**src/rtl/handle_game_end.sv**
```systemverilog
// rtl/handle_game_end.sv - end-of-game detector and win announcer for N-player interboard play
//
// Purpose: watches local turn events and received interboard messages, then latches a
// sticky game_over together with the winner and the reason (local win, remote win, draw).
// A local win is announced to the other boards with a single WIN_MSG strobe.
//
// Ports:
//   clk, rst                   clock, synchronous active-high reset
//   interboard_rst             synchronous reset from the link, same effect as rst
//   done_and_next              pulse: local turn ended after a play
//   draw_and_next              pulse: local turn ended by draw/pass
//   my_card_cnt                local hand size
//   deck_empty                 draw pile exhausted
//   cur_game_state             game FSM state (compared with MY_TURN_STATE)
//   inter_ready                interboard tx idle, accepts ge_ctrl_en this cycle
//   interboard_en              pulse: valid rx message
//   interboard_msg_type        rx message type
//   interboard_card            rx card field (winner id for WIN_MSG)
//   game_over                  sticky end-of-game flag
//   winner_id                  winning player, NUM_PLAYERS on draw
//   end_reason                 0 none, 1 local win, 2 remote win, 3 draw
//   send_fail                  sticky: win announcement timed out
//   ge_ctrl_*                  interboard ctrl channel (one-cycle WIN_MSG strobe)

module handle_game_end #(
  parameter int unsigned PLAYER        = 0,
  parameter int unsigned NUM_PLAYERS   = 2,
  parameter int unsigned ID_W          = 3,
  parameter logic [3:0]  MY_TURN_STATE = 4'd3,
  parameter logic [3:0]  WIN_MSG       = 4'd9,
  parameter logic [3:0]  PASS_MSG      = 4'd10,
  parameter logic [3:0]  PLAY_MSG      = 4'd11,
  parameter int unsigned TIMEOUT_CYC   = 1_000_000
) (
  input  logic            clk,
  input  logic            rst,
  input  logic            interboard_rst,
  input  logic            done_and_next,
  input  logic            draw_and_next,
  input  logic [6:0]      my_card_cnt,
  input  logic            deck_empty,
  input  logic [3:0]      cur_game_state,
  input  logic            inter_ready,
  input  logic            interboard_en,
  input  logic [3:0]      interboard_msg_type,
  input  logic [5:0]      interboard_card,
  output logic            game_over,
  output logic [ID_W-1:0] winner_id,
  output logic [1:0]      end_reason,
  output logic            send_fail,
  output logic            ge_ctrl_en,
  output logic [3:0]      ge_ctrl_msg_type,
  output logic [5:0]      ge_ctrl_card,
  output logic            ge_ctrl_move_dir,
  output logic [2:0]      ge_ctrl_sel_len,
  output logic [4:0]      ge_ctrl_block_x,
  output logic [2:0]      ge_ctrl_block_y
);

  localparam int unsigned  TIMER_W      = $clog2(TIMEOUT_CYC) + 1;
  localparam logic [TIMER_W-1:0] TIMER_LAST = TIMER_W'(TIMEOUT_CYC - 1);
  localparam logic [2:0]   NP3          = 3'(NUM_PLAYERS);
  localparam logic [5:0]   PLAYER_CARD  = 6'(PLAYER);

  localparam logic [1:0] R_LOCAL  = 2'd1;
  localparam logic [1:0] R_REMOTE = 2'd2;
  localparam logic [1:0] R_DRAW   = 2'd3;

  typedef enum logic [1:0] {
    S_IDLE = 2'd0,
    S_SEND = 2'd1,
    S_FIN  = 2'd2
  } state_t;

  state_t               state, state_next;
  logic [2:0]           pass_cnt, pass_cnt_next;
  logic [TIMER_W-1:0]   timer, timer_next;
  logic [ID_W-1:0]      winner_q, winner_next;
  logic [1:0]           reason_q, reason_next;
  logic                 fail_q, fail_next;

  logic reset_any;
  logic my_turn;
  logic rx_win;
  logic rx_lower;
  logic local_win;
  logic pass_inc;
  logic pass_clr;
  logic pass_hit;

  assign reset_any = rst | interboard_rst;
  assign my_turn   = (cur_game_state == MY_TURN_STATE);
  assign rx_win    = interboard_en & (interboard_msg_type == WIN_MSG);
  // A remote winner only beats us when its id is strictly lower than ours.
  assign rx_lower  = (interboard_card < PLAYER_CARD);
  assign local_win = my_turn & done_and_next & (my_card_cnt == 7'd0);

  assign pass_inc = deck_empty &
                    ((my_turn & draw_and_next) |
                     (interboard_en & (interboard_msg_type == PASS_MSG)));
  assign pass_clr = done_and_next |
                    (interboard_en & (interboard_msg_type == PLAY_MSG)) |
                    ~deck_empty;
  // Draw fires on the pass that completes a full round of passes.
  assign pass_hit = pass_inc & ~pass_clr & ((pass_cnt + 3'd1) >= NP3);

  always_comb begin
    state_next    = state;
    pass_cnt_next = pass_cnt;
    timer_next    = '0;
    winner_next   = winner_q;
    reason_next   = reason_q;
    fail_next     = fail_q;
    ge_ctrl_en    = 1'b0;

    case (state)
      S_IDLE: begin
        if (pass_clr) begin
          pass_cnt_next = 3'd0;
        end else if (pass_inc && (pass_cnt < NP3)) begin
          pass_cnt_next = pass_cnt + 3'd1;
        end

        if (rx_win && (rx_lower || !local_win)) begin
          state_next  = S_FIN;
          winner_next = interboard_card[ID_W-1:0];
          reason_next = R_REMOTE;
        end else if (local_win) begin
          state_next = S_SEND;
        end else if (pass_hit) begin
          state_next  = S_FIN;
          winner_next = ID_W'(NUM_PLAYERS);
          reason_next = R_DRAW;
        end
      end

      S_SEND: begin
        if (rx_win && rx_lower) begin
          state_next  = S_FIN;
          winner_next = interboard_card[ID_W-1:0];
          reason_next = R_REMOTE;
        end else if (inter_ready) begin
          ge_ctrl_en  = ~reset_any;
          state_next  = S_FIN;
          winner_next = ID_W'(PLAYER);
          reason_next = R_LOCAL;
        end else if (timer == TIMER_LAST) begin
          state_next  = S_FIN;
          winner_next = ID_W'(PLAYER);
          reason_next = R_LOCAL;
          fail_next   = 1'b1;
        end else begin
          timer_next = timer + TIMER_W'(1);
        end
      end

      S_FIN: begin
      end

      default: begin
        state_next = S_IDLE;
      end
    endcase
  end

  always_ff @(posedge clk) begin
    if (reset_any) begin
      state    <= S_IDLE;
      pass_cnt <= 3'd0;
      timer    <= '0;
      winner_q <= '0;
      reason_q <= 2'd0;
      fail_q   <= 1'b0;
    end else begin
      state    <= state_next;
      pass_cnt <= pass_cnt_next;
      timer    <= timer_next;
      winner_q <= winner_next;
      reason_q <= reason_next;
      fail_q   <= fail_next;
    end
  end

  assign game_over        = (state == S_FIN);
  assign winner_id        = winner_q;
  assign end_reason       = reason_q;
  assign send_fail        = fail_q;
  assign ge_ctrl_msg_type = WIN_MSG;
  assign ge_ctrl_card     = PLAYER_CARD;
  assign ge_ctrl_move_dir = 1'b0;
  assign ge_ctrl_sel_len  = 3'd0;
  assign ge_ctrl_block_x  = 5'd0;
  assign ge_ctrl_block_y  = 3'd0;

endmodule

```
**config.mk**
```make
export PLATFORM = sky130hd
export DESIGN_NAME = handle_game_end
export DESIGN_NICKNAME = d
export VERILOG_FILES = /design/src/rtl/handle_game_end.sv
export SDC_FILE = /design/constraint.sdc
export NUM_CORES = 1
export LEC_CHECK = 0
export CAP_MARGIN = 30
export CELL_PAD_IN_SITES_DETAIL_PLACEMENT = 0
export CELL_PAD_IN_SITES_GLOBAL_PLACEMENT = 1
export CORE_MARGIN = 5
export CORE_UTILIZATION = 33
export DETAILED_ROUTE_END_ITERATION = 6
export PLACE_DENSITY_LB_ADDON = 0.12
export SLEW_MARGIN = 10
export SYNTH_ARGS = -nofsm -noshare
export SYNTH_HDL_FRONTEND = slang
export SYNTH_SLANG_ARGS = --single-unit
```
**constraint.sdc**
```tcl
create_clock -name clk -period 2.5 [get_ports clk]
set_input_delay 0.5 -clock clk [delete_from_list [all_inputs] [get_ports clk]]
set_output_delay 0.5 -clock clk [all_outputs]
set_load 0.05 [all_outputs]
```
Yosys cells after proc, flatten, opt, wreduce, memory -nomap -nowiden --
Index checks and enable logic that the tools add are counted.
Storage, ports and cells: bits in registers 32, bits of input ports 29, output and inout port bits 30, word-level logic and storage cells 82
Operators by class: add/sub/neg operators 2, $lt $le $gt $ge 3, equality and inequality tests 11, muxes and demuxes 26, bitwise gates (word level) 20, reductions and logical operators 14
Operators with widths (number):
- 2-bit 2-to-1 mux | 12
- 3-bit 2-to-1 mux | 8
- 21-bit by 1-bit adder with 21-bit output, second input constant | 1
- 21-bit by 20-bit equality test with 1-bit output, second input constant | 1
- 4-bit equality test, second input constant | 3
- 1-bit AND | 9
- 4-bit inequality test, second input constant | 2
- 4-bit AND reduction | 2
- 7-bit logical NOT | 1
- 1-bit NOT | 7
- 6-bit by 1-bit less-than comparator with 1-bit output, second input constant | 1
- 3-bit inequality test, second input constant | 2
- 2-bit one-hot mux with 3 select lines | 1
- 3-bit one-hot mux with 2 select lines | 1
- 5-bit OR reduction | 1
- 4-bit by 2-bit equality test with 1-bit output, second input constant | 1
- 1-bit bitwise OR | 4
- 2-bit one-hot mux with 2 select lines | 1
- 2-bit nonzero test | 2
- 3-bit by 1-bit adder with 3-bit output, second input constant | 1
- 3-bit by 2-bit >= comparator with 1-bit output, second input constant | 1
- 1-bit logical AND | 3
- 3-bit by 2-bit less-than comparator with 1-bit output, second input constant | 1
- 1-bit 2-to-1 mux | 3
- 7 further kinds | 7

Logic depth before layout (Yosys ltp) --
Gate-level depths: netlist (run 1).
depth in word-level cells 11, gate-level depth with buffers 7

Least setup slack after synthesis (run 1) --
No wires, ideal clock.
path type input-to-output, start point input interboard_rst, end point output ge_ctrl_en, arrival 2.024 ns, setup slack -0.024 ns, stages on the path 3, path buffers 1, cells stage by stage or2_2 -> clkbuf_1 -> nor3_1
On the way: longest elaborated chain between the ends 5
RTL lines:
- start, declared | RTL line 37 | input logic interboard_rst,
- 1-bit bitwise OR | RTL line 91 | assign reset_any = rst | interboard_rst;
- 1-bit NOT | RTL line 143 | ge_ctrl_en = ~reset_any;
- 1-bit 2-to-1 mux | RTL line 142 | end else if (inter_ready) begin
- 1-bit 2-to-1 mux | RTL line 138 | if (rx_win && rx_lower) begin
- 1-bit 2-to-1 mux | RTL line 116 | case (state)
- end, declared | RTL line 51 | output logic ge_ctrl_en,
No other way between the ends.

Worst setup path in the final report (run 1) --
start point input cur_game_state[0], end point register winner_q[1] (netlist: winner_id[1])
On the way: longest elaborated chain between the ends 8, elaborated cells on any way between the ends 16, those cells by class eq/ne: 3; mux: 2; bitwise: 7; reduce/logical: 4
RTL lines:
- start, declared | RTL line 42 | input logic [3:0] cur_game_state,
- 4-bit by 2-bit equality test with 1-bit output (*) | RTL line 92 | assign my_turn = (cur_game_state == MY_TURN_STATE);
- 1-bit AND (on tied branches) | RTL line 99, 96
- 1-bit bitwise OR or 1-bit AND (tied branches) | RTL line 99, 96
- 1-bit AND or 1-bit logical NOT (tied branches) | RTL line 98, 124
- 1-bit AND or 1-bit logical OR (tied branches) | RTL line 105, 124
- 1-bit AND or 1-bit logical AND (tied branches) | RTL line 105, 124
- 3-bit inequality test (no line) or 3-bit 2-to-1 mux (tied branches)
- 4-bit AND reduction (no line) or 3-bit one-hot mux with 2 select lines (tied branches)
- end signal, assigned | RTL line 178 | winner_q <= winner_next;
- end, declared | RTL line 78 | logic [ID_W-1:0] winner_q, winner_next;
Every way passes the cells marked *; elsewhere a longest branch is shown, timed or not. A chain may end at the register's enable or synchronous reset.

==> results by group, run 1 <==
Worst setup path
  – Slowest stage cell, crit path: nor4_1
  – CP required: roughly 2.7 ns
  – CP Launch Type: input port
  – Crit path cell chain: clkdlybuf4s50_1, nor4bb_1, buf_4, a22oi_1, nor4_1, o311ai_4, a221oi_2
  – Worst setup startpoint: cur_game_state[0]
  – WS Path Type: input port to register
  – CP peak stage delay: between 0.4 and 0.5 ns
  – CP Max Fanout: 6
  – RR Startpoint: timer[8]
  – Critical Path AT: 2.44 ns
  – Delay-heaviest family, CP: simple AND/OR/NAND/NOR gates
  – CP Capture Type: register
  – Worst path bufs/invs: 2

Timing
  – Final setup viols: 0
  – TNS Setup: 0 ns
  – Period utilization: 0.895
  – Worst-Margin Slew: about 0.57 ns
  – Worst Setup Slack, final: 0.262 ns
  – Clk_skew: 0.00375 ns
  – Achievable Freq: 0.447 GHz
  – RSZ-0062 raised after global routing: no
  – Post-route minimum period: 2.24 ns
  – Hold Vio Cnt, Final: 0
  – Worst slew margin: 0.615
  – Final Max Slew Viols: 0

Hold path
  – Hold path startpoint: end_reason[1]
  – Worst hold path class: register to register

Logic synthesis
  – Synth top area cells: dfxtp_1 (36%), buf_4 (9.3%), nor2_1 (7.4%)
  – Asr flop ratio synth: 0
  – Post-synth EDFFs: 0
  – Syn avg cell area: 8.42 µm²
  – Area leader, netlist: dfxtp_1
  – Synth top area share: 0.359
  – Primary FF master, synth: dfxtp_1
  – Sequential area share after synthesis: 0.359
  – Syn Inst Count: 212
  – Most frequent cells after synthesis: nor2_1 (35), dfxtp_1 (32), buf_4 (22), inv_1 (13), nand2_1 (13)
  – #FFs+latches synth: 32
  – Synth Cell Area: around 0.0018 mm²
  – Yosys cell types: 45
  – Most common cell in the netlist: nor2_1
  – Synthesis Warnings: 0

Pwr
  – Internal: 780 µW
  – Flop pwr share: 0.478
  – Leak: 0.782 nW
  – Sw frac: 0.271
  – Pwr per Cell Area: between 400 and 500 mW/mm²
  – Switching pwr: slightly below 300 µW
  – Clock power frac: 0.385
  – Highest ir drop seen on vdd: 0.000243 V
  – Logic gate share of total power: 0.136

Global route
  – First-pass GRT wire length: about 6300 µm
  – Pin count of the biggest net entering global routing: 22
  – GRT Max-Usage Layer: met2
  – Initial antenna violation count: 0
  – Grt met1 use: 0.125
  – Met2 GRT Util: 0.187
  – Number of global-route vias before repair: 1,370
  – Global Route met3 Usage: 0.0454
  – Gr ovfl total: 0
  – Total track usage: 0.110

CTS
  – Post-cts gate resize count: 0
  – CTS Buf Count: 5
  – Root Buffer: clkbuf_8
  – Post-CTS Setup Bufs: 0
  – Worst skew pair latency: approximately 0.28 ns
  – # hold bufs at CTS: 0
  – CTS tree: done
  – CTS Sinks: 32
  – Clock Pin Slew Worst Setup and Hold Paths: approximately 0.070 ns
  – Maximum buffer depth of the clock tree: 2
  – H-tree depth: 2

Flow run
  – Max_cap viols: 0

Cells and area
  – Area Overhead vs Synth: 25.9%
  – Antenna diode count: 0
  – Nets@finish: ~280
  – Final core utilization: 0.435
  – Fraction of layout cells with a size suffix above 1: 0.107
  – Final Cell Area: between 0.002 and 0.0025 mm²
  – Non-Filler Instances: 323

Place
  – Dpl ws: -0.0762 ns
  – # port buffers: 33
  – Placer Congestion: 0.678
  – DP HPWL: 2930 µm
  – Placed Cells: 315
  – Dpl cell area: about 0.0022 mm²

Route
  – Drt pass-1 iters: 4
  – Antenna-violating nets left: 0
  – Total number of vias: between 1k and 1.5k
  – Initial drt markers: 25
  – DR WL/cell: between 10 and 15 µm
  – # DRC: 0
  – Vias/cell: 4.42
  – Drt total wl: around 3800 µm

Floorplanning
  – Top Ports: 59
  – Chip width: 83.6 µm
  – Core ar.: a little over 0.005 mm²
  – Die Footprint: ~0.0070 mm²
  – # rows: 26
  – Chip height: between 80 and 90 µm
  – Initial Util: 0.345

Status
  – Run status: finished, final reports clean
-- power by group through the flow --
stage / clock, mW / combinational, mW / sequential, mW
6_report: 0.412 / 0.146 / 0.511
3_3_place_gp: 0 / 0.146 / 0.523
5_1_grt: 0.451 / 0.155 / 0.511
3_5_place_dp: 0 / 0.145 / 0.523
2_1_floorplan: 0 / 0.119 / 0.525
4_1_cts: 0.427 / 0.146 / 0.511
-- cell type report --
cell class                      instances  area (µm²)
Inverter                               13        48.8
Timing Repair Buffer                   39         385
Clock buffer                            6        82.6
Tap cell                               70        87.6
Sequential cell                        32         641
Multi-Input combinational cell        161         993
Clock inverter                          2        10.0
Fill cell                             530        2920
-- cell usage in the layout, fill, tap and decap left out, types with 6 or more instances in the layout --
cell type,Yosys,layout
nand3_1,11,11
inv_1,13,13
clkdlybuf4s50_1,0,32
dfxtp_1,32,32
buf_4,22,6
nor2_1,35,35
xor2_1,8,8
xnor2_1,12,12
conb_1,2,22
clkbuf_8,0,6
nand2_1,13,13
-- path summary, 6_finish.rpt --
path	slack, ns	depth (start not counted)	end
max	0.26	7	winner_id[1]
min	0.44	2	end_reason[1]
max reg2reg	0.51	5	timer[12]
min reg2reg	0.44	2	end_reason[1]
-- worst register-to-register path: stages (launching register included) --
cell	delay, ns
dfxtp_1	0.36
or4_4	0.54
nor3_4	0.26
a211o_4	0.20
or2_2	0.40
nor2_1	0.12
-- registers in the layout, summed over array words and instances, names as in the netlist --
register	count
pass_cnt	3
timer	21
state	2
end_reason	2
send_fail	1
winner_id	3
-- logic make-up (layout without fill, tap and decap cells) --
family / after synthesis / in the layout / share of synthesized area
DFF: 32 / 32 / 0.359
adders and majority gates: 3 / 3 / 0.0210
buffers and inverters: 39 / 60 / 0.130
xor gates and xnor gates: 20 / 20 / 0.0981
AOI/OAI and AO/OA: 19 / 19 / 0.0897
other: 2 / 22 / 0.00421
and+or+nand+nor: 94 / 94 / 0.282
muxes: 3 / 3 / 0.0168
-- metal layers --
metal  share of wire  vias to the layer above
li1                -                      747
met1            0.43                      650
met2            0.49                       28
met3           0.067                        2
met4          0.0061                        0
met5               0                        -
-- per-stage QoR --
step / power, mW / hold slack (ns)
after global placement: 0.669 / 0.439
after CTS: 1.08 / 0.449
final: 1.07 / 0.444
after global routing: 1.12 / 0.464
after detailed placement: 0.669 / 0.438
after floorplan: 0.644 / 0.430
No activity file was read; power rests on OpenSTA's default activity.
==> run 2, diff against run 1 <==
CORE_ASPECT_RATIO = 0.9   (was default)
==> results by group, run 2 (synthesis results as in run 1) <==
Status
  – Run status: finished, final reports clean

Hold path
  – WHS Path Cells: 2 (unchanged)
  – Hold path startpoint: winner_id[0]
  – Worst hold path class: register to register
  – WHS Endpoint: winner_id[0]

Worst setup path
  – CP required: 2.69 ns (about the same)
  – Worst r2r dst: timer[3]
  – CP Launch Type: input port
  – Worst Reg-to-Reg Cells: 5 (unchanged)
  – CP Max Fanout: 6 (unchanged)
  – CP peak stage delay: 0.45 ns (about the same)
  – Critical path's most frequent cell: buf_4
  – CP Capture Type: register
  – Slowest stage cell, crit path: clkdlybuf4s50_1
  – Crit path cell chain: clkdlybuf4s50_1, nor4bb_1, buf_4, a22oi_1, nor4_1, buf_4, o311ai_4, buf_12, a221oi_2
  – RR Startpoint: timer[8]
  – R2r setup slk: 0.57 ns (+0.06 ns)
  – Critical Path AT: 2.43 ns (about the same)
  – WS Path Type: input port to register

Global route
  – Pin count of the biggest net entering global routing: 22 (unchanged)
  – Number of global-route vias before repair: 1,345 (-1.8%)
  – First-pass GRT wire length: 6380 µm (+1.8%)
  – Total track usage: 0.120 (+0.00981)
  – Initial antenna violation count: 0 (unchanged)
  – Gr ovfl total: 0 (unchanged)

Timing
  – Achievable Freq: 0.447 GHz (about the same)
  – Hold Vio Cnt, Final: 0 (unchanged)
  – Final Max Slew Viols: 0 (unchanged)
  – Worst-Margin Slew: 0.684 ns (+0.112 ns)
  – Period utilization: 0.895 (about the same)
  – Final setup viols: 0 (unchanged)
  – Clk_skew: 0.00493 ns (+0.00118 ns)
  – Worst slew margin: 0.540 (-0.0750)
  – RSZ-0062 raised after global routing: no
  – Post-route minimum period: 2.24 ns (-0.00146 ns)

CTS
  – H-tree depth: 2 (unchanged)
  – CTS Sinks: 32 (unchanged)
  – CTS tree: done
  – Root Buffer: clkbuf_8
  – Clock Pin Slew Worst Setup and Hold Paths: 0.06 ns (about the same)
  – Worst skew pair latency: 0.28 ns (about the same)
  – # hold bufs at CTS: 0 (unchanged)
  – Maximum buffer depth of the clock tree: 2 (unchanged)
  – CTS Buf Count: 5 (unchanged)
  – Post-cts gate resize count: 0 (unchanged)
  – Post-CTS Setup Bufs: 0 (unchanged)

Route
  – Vias/cell: 4.34 (-1.8%)
  – Antenna-violating nets left: 0 (unchanged)
  – # DRC: 0 (unchanged)
  – Drt total wl: 3800 µm (+1.4%)
  – Drt pass-1 iters: 4 (unchanged)
  – DR WL/cell: 11.9 µm (+2.1%)
  – Total number of vias: 1,393 (-2.4%)
  – Initial drt markers: 32 (+28%)

Cells and area
  – Layout fillers: 532 (+0.38%)
  – Fraction of layout cells with a size suffix above 1: 0.110 (+0.00352)
  – Most common cell after layout, fill and taps aside: nor2_1
  – Most frequent cells in the layout: nor2_1 (35), dfxtp_1 (32), clkdlybuf4s50_1 (32)
  – Antenna diode count: 0 (unchanged)
  – Area Overhead vs Synth: 27.5%
  – Final Cell Area: 0.00228 mm² (+1.2%)
  – Nets@finish: 286 (+0.70%)
  – Max FFs per register: 21 (unchanged)
  – Largest Register: timer

Place
  – # port buffers: 33 (unchanged)
  – DP HPWL: 2960 µm (+0.77%)
  – Dpl cell area: 0.00218 mm² (+1.1%)
  – Placer Congestion: 0.731 (+7.7%)

Pwr
  – Total power: 1.09 mW (+1.6%)
  – Pwr per Cell Area: 477 mW/mm² (+0.37%)
  – Leak: 0.798 nW (+2.0%)
  – Highest ir drop seen on vdd: 0.000207 V (-15%)

Floorplanning
  – Top Ports: 59 (unchanged)
  – Initial Util: 0.340 (-0.00542)
  – Chip width: 87.5 µm (+4.8%)
  – # rows: 25 (-3.8%)
  – Core ar.: 0.00526 mm² (+1.6%)
  – Chip height: 79.8 µm (-4.5%)
  – Die Footprint: 0.00698 mm² (about the same)

Flow run
  – Max_cap viols: 0 (unchanged)
[run 2: cell count changes in the layout (fill, tap and decap cells not counted), sizes merged]
cell,previous run,this run
clkinv,2,0
clkbuf,6,7
buf,7,9
[run 2: per-stage QoR]
| step | worst slack (ns) | setup TNS [ns] | hold WS (ns) | cells | utilization |
|---|---|---|---|---|---|
| after floorplan | 0.400 | 0 | 0.430 | 232 | - |
| after global placement | -0.0771 | -0.0771 | 0.449 | 314 | 0.415 |
| after detailed placement | -0.0604 | -0.0604 | 0.450 | 314 | 0.415 |
| after CTS | 0.232 | 0 | 0.469 | 321 | 0.433 |
| after global routing | 0.0397 | 0 | 0.497 | 321 | 0.433 |
| final | 0.263 | 0 | 0.463 | 321 | 0.433 |
[run 2: worst max-delay path, delay by kind of cell]
| family | cells | cell delay [ns] |
|---|---|---|
| buf+inv | 4 | 0.94 |
| simple gates | 2 | 0.54 |
| compound gates | 3 | 0.44 |
[run 2: final cells by class]
class / count / area [µm²] / area share
flip-flops and latches: 32 / 641 / 0.281
repair buffers: 41 / 413 / 0.181
well taps: 67 / 83.8 / 0.0368
clock buffers: 7 / 96.3 / 0.0423
inverters: 13 / 48.8 / 0.0214
multi-input cells: 161 / 993 / 0.437
[run 2: worst max path at each step]
stage	start	endpoint	slack (ns)	cells after the start
2_1_floorplan	interboard_rst	ge_ctrl_en	0.40	3
3_3_place_gp	cur_game_state[0]	winner_id[1]	-0.08	9
3_5_place_dp	cur_game_state[0]	winner_id[1]	-0.06	9
4_1_cts	cur_game_state[0]	winner_id[1]	0.23	9
5_1_grt	cur_game_state[0]	winner_id[1]	0.04	9
6_report	cur_game_state[0]	winner_id[1]	0.26	9
[run 2: report_power, final]
group / switching [mW] / internal [mW]
Clock: 0.183 / 0.245
Sequential: 0.000936 / 0.511
Combinational: 0.0977 / 0.0494
Total: 0.281 / 0.805
[run 2: per-layer routing]
metal / global-route usage / wire length (µm) / vias to the layer above
met1: 0.153 / 1840 / 613
met3: 0.0485 / 218 / 4
met4: 0.0414 / 41 / 0
met5: 0 / 0 / -
li1: - / - / 751
met2: 0.181 / 1700 / 25
